$ cat config.mk
export PLATFORM = sky130hd
export DESIGN_NAME = regfile_mp_flat
export DESIGN_NICKNAME = d
export VERILOG_FILES = /design/src/rtl/regfile_mp_if.sv /design/src/rtl/regfile_mp.sv /design/src/flat_wrapper.sv
export SDC_FILE = /design/constraint.sdc
export NUM_CORES = 2
export LEC_CHECK = 0
export CORE_MARGIN = 2
export CORE_UTILIZATION = 60
export CTS_CLUSTER_DIAMETER = 60
export DETAILED_ROUTE_END_ITERATION = 7
export PLACE_DENSITY = 0.78
export SLEW_MARGIN = 30
export SYNTH_ARGS = -nofsm -noshare
export SYNTH_HDL_FRONTEND = slang
export SYNTH_SLANG_ARGS = --single-unit
export TNS_END_PERCENT = 1
$ cat constraint.sdc
create_clock -name clk -period 9.1 [get_ports clk]
set_input_delay 1.365 -clock clk [delete_from_list [all_inputs] [get_ports clk]]
set_output_delay 1.365 -clock clk [all_outputs]
set_load 0.1 [all_outputs]
$ cat src/rtl/regfile_mp_if.sv
// regfile_mp_if: client-side bus of the multi-port register file.
//
// Groups the clear control, the NRD read ports, the NWR write ports and the
// scoreboard allocation port. The master modport belongs to the pipeline that
// uses the file. The slave modport belongs to regfile_mp.
//
//   clear_req  (m->s)  one-cycle pulse that starts a clear walk
//   ready      (s->m)  file usable; low while a clear walk runs
//   rd_addr    (m->s)  NRD packed read addresses, AW bits each
//   rd_data    (s->m)  NRD packed read data, XLEN bits each
//   rd_pending (s->m)  per-read-port scoreboard bit
//   wr_en      (m->s)  per-write-port enable; port NWR-1 is the youngest
//   wr_addr    (m->s)  NWR packed write addresses
//   wr_data    (m->s)  NWR packed write data
//   alloc_en   (m->s)  mark alloc_addr as awaiting writeback
//   alloc_addr (m->s)  register being allocated
interface regfile_mp_if #(
    parameter int unsigned XLEN  = 32,
    parameter int unsigned NREGS = 32,
    parameter int unsigned NRD   = 2,
    parameter int unsigned NWR   = 2
);
    localparam int unsigned AW = $clog2(NREGS);

    logic                 clear_req;
    logic                 ready;
    logic [NRD*AW-1:0]    rd_addr;
    logic [NRD*XLEN-1:0]  rd_data;
    logic [NRD-1:0]       rd_pending;
    logic [NWR-1:0]       wr_en;
    logic [NWR*AW-1:0]    wr_addr;
    logic [NWR*XLEN-1:0]  wr_data;
    logic                 alloc_en;
    logic [AW-1:0]        alloc_addr;

    modport master (
        output clear_req, rd_addr, wr_en, wr_addr, wr_data, alloc_en, alloc_addr,
        input  ready, rd_data, rd_pending
    );

    modport slave (
        input  clear_req, rd_addr, wr_en, wr_addr, wr_data, alloc_en, alloc_addr,
        output ready, rd_data, rd_pending
    );
endinterface

$ cat src/rtl/regfile_mp.sv
// regfile_mp: multi-port register file with a pending-writeback scoreboard.
//
// NRD combinational read ports, NWR write ports (highest-index port wins on
// an address collision), register 0 hardwired to zero and never pending.
// After reset, or on clear_req, the contents are zeroed by a walk that clears
// one entry per cycle; ready is low and the file ignores writes and allocs
// for the duration of the walk.
//
// Ports:
//   clk  rising-edge clock
//   rst  synchronous active-low reset; restarts the clear walk
//   bus  regfile_mp_if slave modport (read/write/alloc/clear signals)
//
// Build option: define REGFILE_MP_BYPASS_EN to forward same-cycle write data
// to matching read ports (pending reads as 0 for a forwarded read).
module regfile_mp #(
    parameter int unsigned XLEN  = 32,
    parameter int unsigned NREGS = 32,
    parameter int unsigned NRD   = 2,
    parameter int unsigned NWR   = 2
) (
    input  logic        clk,
    input  logic        rst,
    regfile_mp_if.slave bus
);
    localparam int unsigned AW = $clog2(NREGS);

    typedef enum logic {StIdle, StClear} state_e;

    state_e            r_state;
    state_e            w_state_d;
    logic [AW-1:0]     r_cnt;
    logic [AW-1:0]     w_cnt_d;
    logic [XLEN-1:0]   r_data [NREGS];
    logic [NREGS-1:0]  r_pend;
    logic [NREGS-1:0]  w_pend_d;
    logic              w_ready;
    logic              w_last;

    logic [AW-1:0]     w_raddr [NRD];
    logic [AW-1:0]     w_waddr [NWR];
    logic [XLEN-1:0]   w_wdata [NWR];
    logic [NRD*XLEN-1:0] w_rd_data;
    logic [NRD-1:0]    w_rd_pend;

    for (genvar i = 0; i < NRD; i++) begin : g_rd_unpack
        assign w_raddr[i] = bus.rd_addr[i*AW +: AW];
    end

    for (genvar p = 0; p < NWR; p++) begin : g_wr_unpack
        assign w_waddr[p] = bus.wr_addr[p*AW +: AW];
        assign w_wdata[p] = bus.wr_data[p*XLEN +: XLEN];
    end

    assign w_ready = (r_state == StIdle);
    assign w_last  = (r_cnt == AW'(NREGS - 1));

    // Next state: the walk counter wraps to zero on its own after the last
    // entry because NREGS is a power of two.
    always_comb begin
        w_state_d = r_state;
        w_cnt_d   = r_cnt;
        unique case (r_state)
            StIdle: begin
                if (bus.clear_req) begin
                    w_state_d = StClear;
                    w_cnt_d   = '0;
                end
            end
            StClear: begin
                w_cnt_d = r_cnt + 1'b1;
                if (w_last) begin
                    w_state_d = StIdle;
                end
            end
        endcase
    end

    // Scoreboard: writes clear, then alloc sets, so a same-edge alloc of the
    // written register leaves it pending for the newer producer.
    always_comb begin
        w_pend_d = r_pend;
        if (w_ready) begin
            if (bus.clear_req) begin
                w_pend_d = '0;
            end else begin
                for (int p = 0; p < NWR; p++) begin
                    if (bus.wr_en[p]) begin
                        w_pend_d[w_waddr[p]] = 1'b0;
                    end
                end
                if (bus.alloc_en) begin
                    w_pend_d[bus.alloc_addr] = 1'b1;
                end
            end
        end
        w_pend_d[0] = 1'b0;
    end

    always_ff @(posedge clk) begin
        if (!rst) begin
            r_state <= StClear;
            r_cnt   <= '0;
            r_pend  <= '0;
        end else begin
            r_state <= w_state_d;
            r_cnt   <= w_cnt_d;
            r_pend  <= w_pend_d;
        end
    end

    // Data array has no reset of its own; the walk zeroes it. Ports are
    // visited in ascending order so the youngest port's write lands last.
    always_ff @(posedge clk) begin
        if (rst) begin
            if (r_state == StClear) begin
                r_data[r_cnt] <= '0;
            end else begin
                for (int p = 0; p < NWR; p++) begin
                    if (bus.wr_en[p] && (w_waddr[p] != '0)) begin
                        r_data[w_waddr[p]] <= w_wdata[p];
                    end
                end
            end
        end
    end

    always_comb begin
        w_rd_data = '0;
        w_rd_pend = '0;
        for (int i = 0; i < NRD; i++) begin
            if (w_ready && (w_raddr[i] != '0)) begin
                w_rd_data[i*XLEN +: XLEN] = r_data[w_raddr[i]];
                w_rd_pend[i]              = r_pend[w_raddr[i]];
`ifdef REGFILE_MP_BYPASS_EN
                for (int p = 0; p < NWR; p++) begin
                    if (bus.wr_en[p] && (w_waddr[p] == w_raddr[i])) begin
                        w_rd_data[i*XLEN +: XLEN] = w_wdata[p];
                        w_rd_pend[i]              = 1'b0;
                    end
                end
`endif
            end
        end
    end

    assign bus.ready      = w_ready;
    assign bus.rd_data    = w_rd_data;
    assign bus.rd_pending = w_rd_pend;
endmodule

$ cat src/flat_wrapper.sv
// flat-port wrapper written by rule: the top's interface ports become plain ports
module regfile_mp_flat 
#(
    parameter int unsigned XLEN  = 32,
    parameter int unsigned NREGS = 32,
    parameter int unsigned NRD   = 2,
    parameter int unsigned NWR   = 2
)
  (clk, rst, bus_clear_req, bus_rd_addr, bus_wr_en, bus_wr_addr, bus_wr_data, bus_alloc_en, bus_alloc_addr, bus_ready, bus_rd_data, bus_rd_pending);
  regfile_mp_if #(.XLEN(XLEN), .NREGS(NREGS), .NRD(NRD), .NWR(NWR)) bus_i ();
  input  logic clk;
  input  logic rst;
  input wire logic [$bits(bus_i.clear_req)-1:0] bus_clear_req;
  input wire logic [$bits(bus_i.rd_addr)-1:0] bus_rd_addr;
  input wire logic [$bits(bus_i.wr_en)-1:0] bus_wr_en;
  input wire logic [$bits(bus_i.wr_addr)-1:0] bus_wr_addr;
  input wire logic [$bits(bus_i.wr_data)-1:0] bus_wr_data;
  input wire logic [$bits(bus_i.alloc_en)-1:0] bus_alloc_en;
  input wire logic [$bits(bus_i.alloc_addr)-1:0] bus_alloc_addr;
  output wire logic [$bits(bus_i.ready)-1:0] bus_ready;
  output wire logic [$bits(bus_i.rd_data)-1:0] bus_rd_data;
  output wire logic [$bits(bus_i.rd_pending)-1:0] bus_rd_pending;
  assign bus_i.clear_req = bus_clear_req;
  assign bus_i.rd_addr = bus_rd_addr;
  assign bus_i.wr_en = bus_wr_en;
  assign bus_i.wr_addr = bus_wr_addr;
  assign bus_i.wr_data = bus_wr_data;
  assign bus_i.alloc_en = bus_alloc_en;
  assign bus_i.alloc_addr = bus_alloc_addr;
  assign bus_ready = bus_i.ready;
  assign bus_rd_data = bus_i.rd_data;
  assign bus_rd_pending = bus_i.rd_pending;
  regfile_mp #(.XLEN(XLEN), .NREGS(NREGS), .NRD(NRD), .NWR(NWR)) u_core (.clk(clk), .rst(rst), .bus(bus_i));
endmodule
==> flow_metrics.tcl <==
set metrics [dict create \
    globalRouteTotalUtil 0.405 \
    final_max_slew_viol_count 0 \
    irDropWorstVdd_v 0.000173 \
    nNetsFinal 4891 \
    dp_cells 6045 \
    wl_per_cell_um 34.0 \
    dp_hpwl_mm 109 \
    drive_gt1_frac 0.196 \
    rsz0062_at_grt "false" \
    synth_top_family_by_area "multiplexers" \
    synth_nets 5135 \
    mostFrequentLayoutCells "nand2_1, edfxtp_1, o21ai_0, mux4_2, mux2i_1" \
    fin_cells 6259 \
    place_area_um2 63400 \
    max_cap_violations 0 \
    h-tree-depth 3 \
    cts_setup_buffers 0 \
    ys_seq_elements 1061 \
    place_congestion 0.899 \
    tns_ps 0 \
    synth_flop_cell "edfxtp_1" \
    synth.yosys.warnings 0 \
    fin_worst_skew_ps 19.5 \
    power.total_w 0.0106 \
    clockBufferDepth 3 \
    drc 0 \
    clock-sinks 1061 \
    io_pins 162 \
    viasPerCell 7.53 \
    finalCoreUtilization 0.660 \
    worst_pin_slew_ps 1120 \
    clkTransAtPathRegs_ps 60 \
    die_area_um2 105000 \
    worst-setup-path-type "in2out" \
    wl_mm 213 \
    design_area_um2 67100 \
    grt_pass1_vias 45569 \
    synth_mux_area_frac 0.237 \
    portBuffers 161 \
    worstSetupEndpointType "output pin" \
    drt_first_iter_violations 8795 \
    synth_compound_area_frac 0.118 \
    worstPathMaxFanout 19 \
    mostFrequentLayoutCell "nand2_1" \
    fmax_ghz 0.144 \
    start_util 0.604 \
    hp-class "reg2reg" \
    grt_pass1_wl_mm 303 \
    timing.final.crit_period_ps 6960 \
    cts_buffers 107 \
    antenna_found_initial 13 \
    avgSynthCellArea_um2 12.2 \
    syn2layout_area_growth_pct 9.36 \
    cts_root_buf "clkbuf_16" \
    cts_resized 0 \
    dr.pass1.iters 7 \
    setup_viol 0 \
    hold_viol 0 \
    cp.arrival_ps 5600 \
    async_flop_share 0 \
    fp.dieH_um 324 \
    vias 47158 \
    grt-ovfl-total 0 \
    crit_path_start_kind "input pin" \
    yosysUniqueCellTypes 68 \
    mappedNetlistArea_um2 61300 \
    timing.final.crit_share 0.765 \
    synthAdderAreaFrac 0.000408 \
    powerDensity_nw_per_um2 158 \
    yosys.area_share.simple 0.0823 \
    synth-edff-count 1024 \
    num_rows 117 \
    synthXorXnorAreaFrac 0.000286 \
    cts_tree "done" \
    ant_nets 0 \
    insertion_delay_ps 710 \
    status "finished, final reports clean" \
    die_w_um 324 \
    synthesis.instances 5038 \
    p_leak_nw 20.2 \
    grt_max_degree 121 \
    core-area_um2 102000 \
    relSlewSlack 0.250 \
    crit_required_ps 7740 \
    yosysSeqAreaShare 0.513 \
    cts_hold_buf 0 \
]
-- where the power goes --
part	total, W	internal (W)	switching [W]
clock network	0.00452	0.00251	0.00201
logic	0.000724	0.000294	0.000430
registers	0.00532	0.00531	0.0000158
total	0.0106	0.00811	0.00246
-- synthesized netlist by cell type (7+ instances only) --
cell | n | area, µm²
a21boi_0 | 19 | 143
a21o_1 | 11 | 82.6
a21oi_1 | 15 | 75.1
and2_1 | 11 | 68.8
buf_1 | 20 | 75.1
buf_2 | 192 | 961
buf_4 | 37 | 278
clkbuf_1 | 371 | 1390
dfxtp_1 | 37 | 741
edfxtp_1 | 1024 | 30700
inv_1 | 61 | 229
mux2i_1 | 268 | 2680
mux4_2 | 526 | 11800
nand2_1 | 1073 | 4030
nand2b_1 | 9 | 56.3
nand3_1 | 11 | 55.1
nor2_1 | 13 | 48.8
nor2b_1 | 9 | 56.3
nor3_1 | 28 | 140
nor4_1 | 9 | 56.3
o21a_1 | 14 | 105
o21ai_0 | 909 | 4550
o21ai_1 | 93 | 465
o21bai_1 | 8 | 60.1
o221a_2 | 7 | 78.8
o221ai_1 | 89 | 780
o22a_1 | 65 | 569
o31ai_1 | 23 | 173
-- cell families (layout without fill, tap and decap cells) --
family,count (synthesis),after routing
buffers and inverters,687,535
DFF,1061,1061
and+or+nand+nor,1221,1221
AOI/OAI and AO/OA,1271,1271
adders and majority gates,2,2
xor gates and xnor gates,2,2
muxes,794,794
other,0,5
-- sequential cells by signal, summed over array words and instances, names as in the netlist --
register / cells
u_core.r_state: 1
u_core.r_pend: 31
u_core.r_data: 1024
u_core.r_cnt: 5
-- worst paths after layout --
check / startpoint / to / slack (ps) / cells after the start
max: bus_rd_addr[8] / bus_rd_data[47] / 2140 / 6
min: u_core.r_pend[12]$_SDFFE_PN0N_ / u_core.r_pend[12]$_SDFFE_PN0N_ / 510 / 2
max reg2reg: u_core.r_state$_SDFF_PN1_ / u_core.r_data[0][15]$_DFFE_PP_ / 4860 / 8
min reg2reg: u_core.r_pend[12]$_SDFFE_PN0N_ / u_core.r_pend[12]$_SDFFE_PN0N_ / 510 / 2
-- critical path, cell delays in order --
cell             delay [ps]
clkdlybuf4s50_1         530
inv_1                   150
nand3_2                 840
buf_4                   610
o221ai_1                780
clkdlybuf4s50_1        1290
-- routing by layer --
layer	part of all wire	wire, µm	track usage
met1	0.31	65400	0.504
met2	0.44	92600	0.594
met3	0.18	38400	0.158
met4	0.076	16100	0.259
met5	0.00054	115	0
-- layout make-up --
class,instances,area (µm²)
diodes,5,12.5
clock buffers,123,2740
clock inverters,78,773
fillers,7114,34500
inverters,61,229
multi-input cells,3290,27600
flip-flops and latches,1061,31500
well taps,1368,1710
repair buffers,273,2550
-- metrics by stage --
step / setup WS, ps / hold slack (ps)
final: 2140 / 507
after global routing: 2180 / 531
after CTS: 2410 / 509
after detailed placement: 2410 / 500
after global placement: 2440 / 488
after floorplan: 3660 / 460
Power figures use the tool's default switching activity.
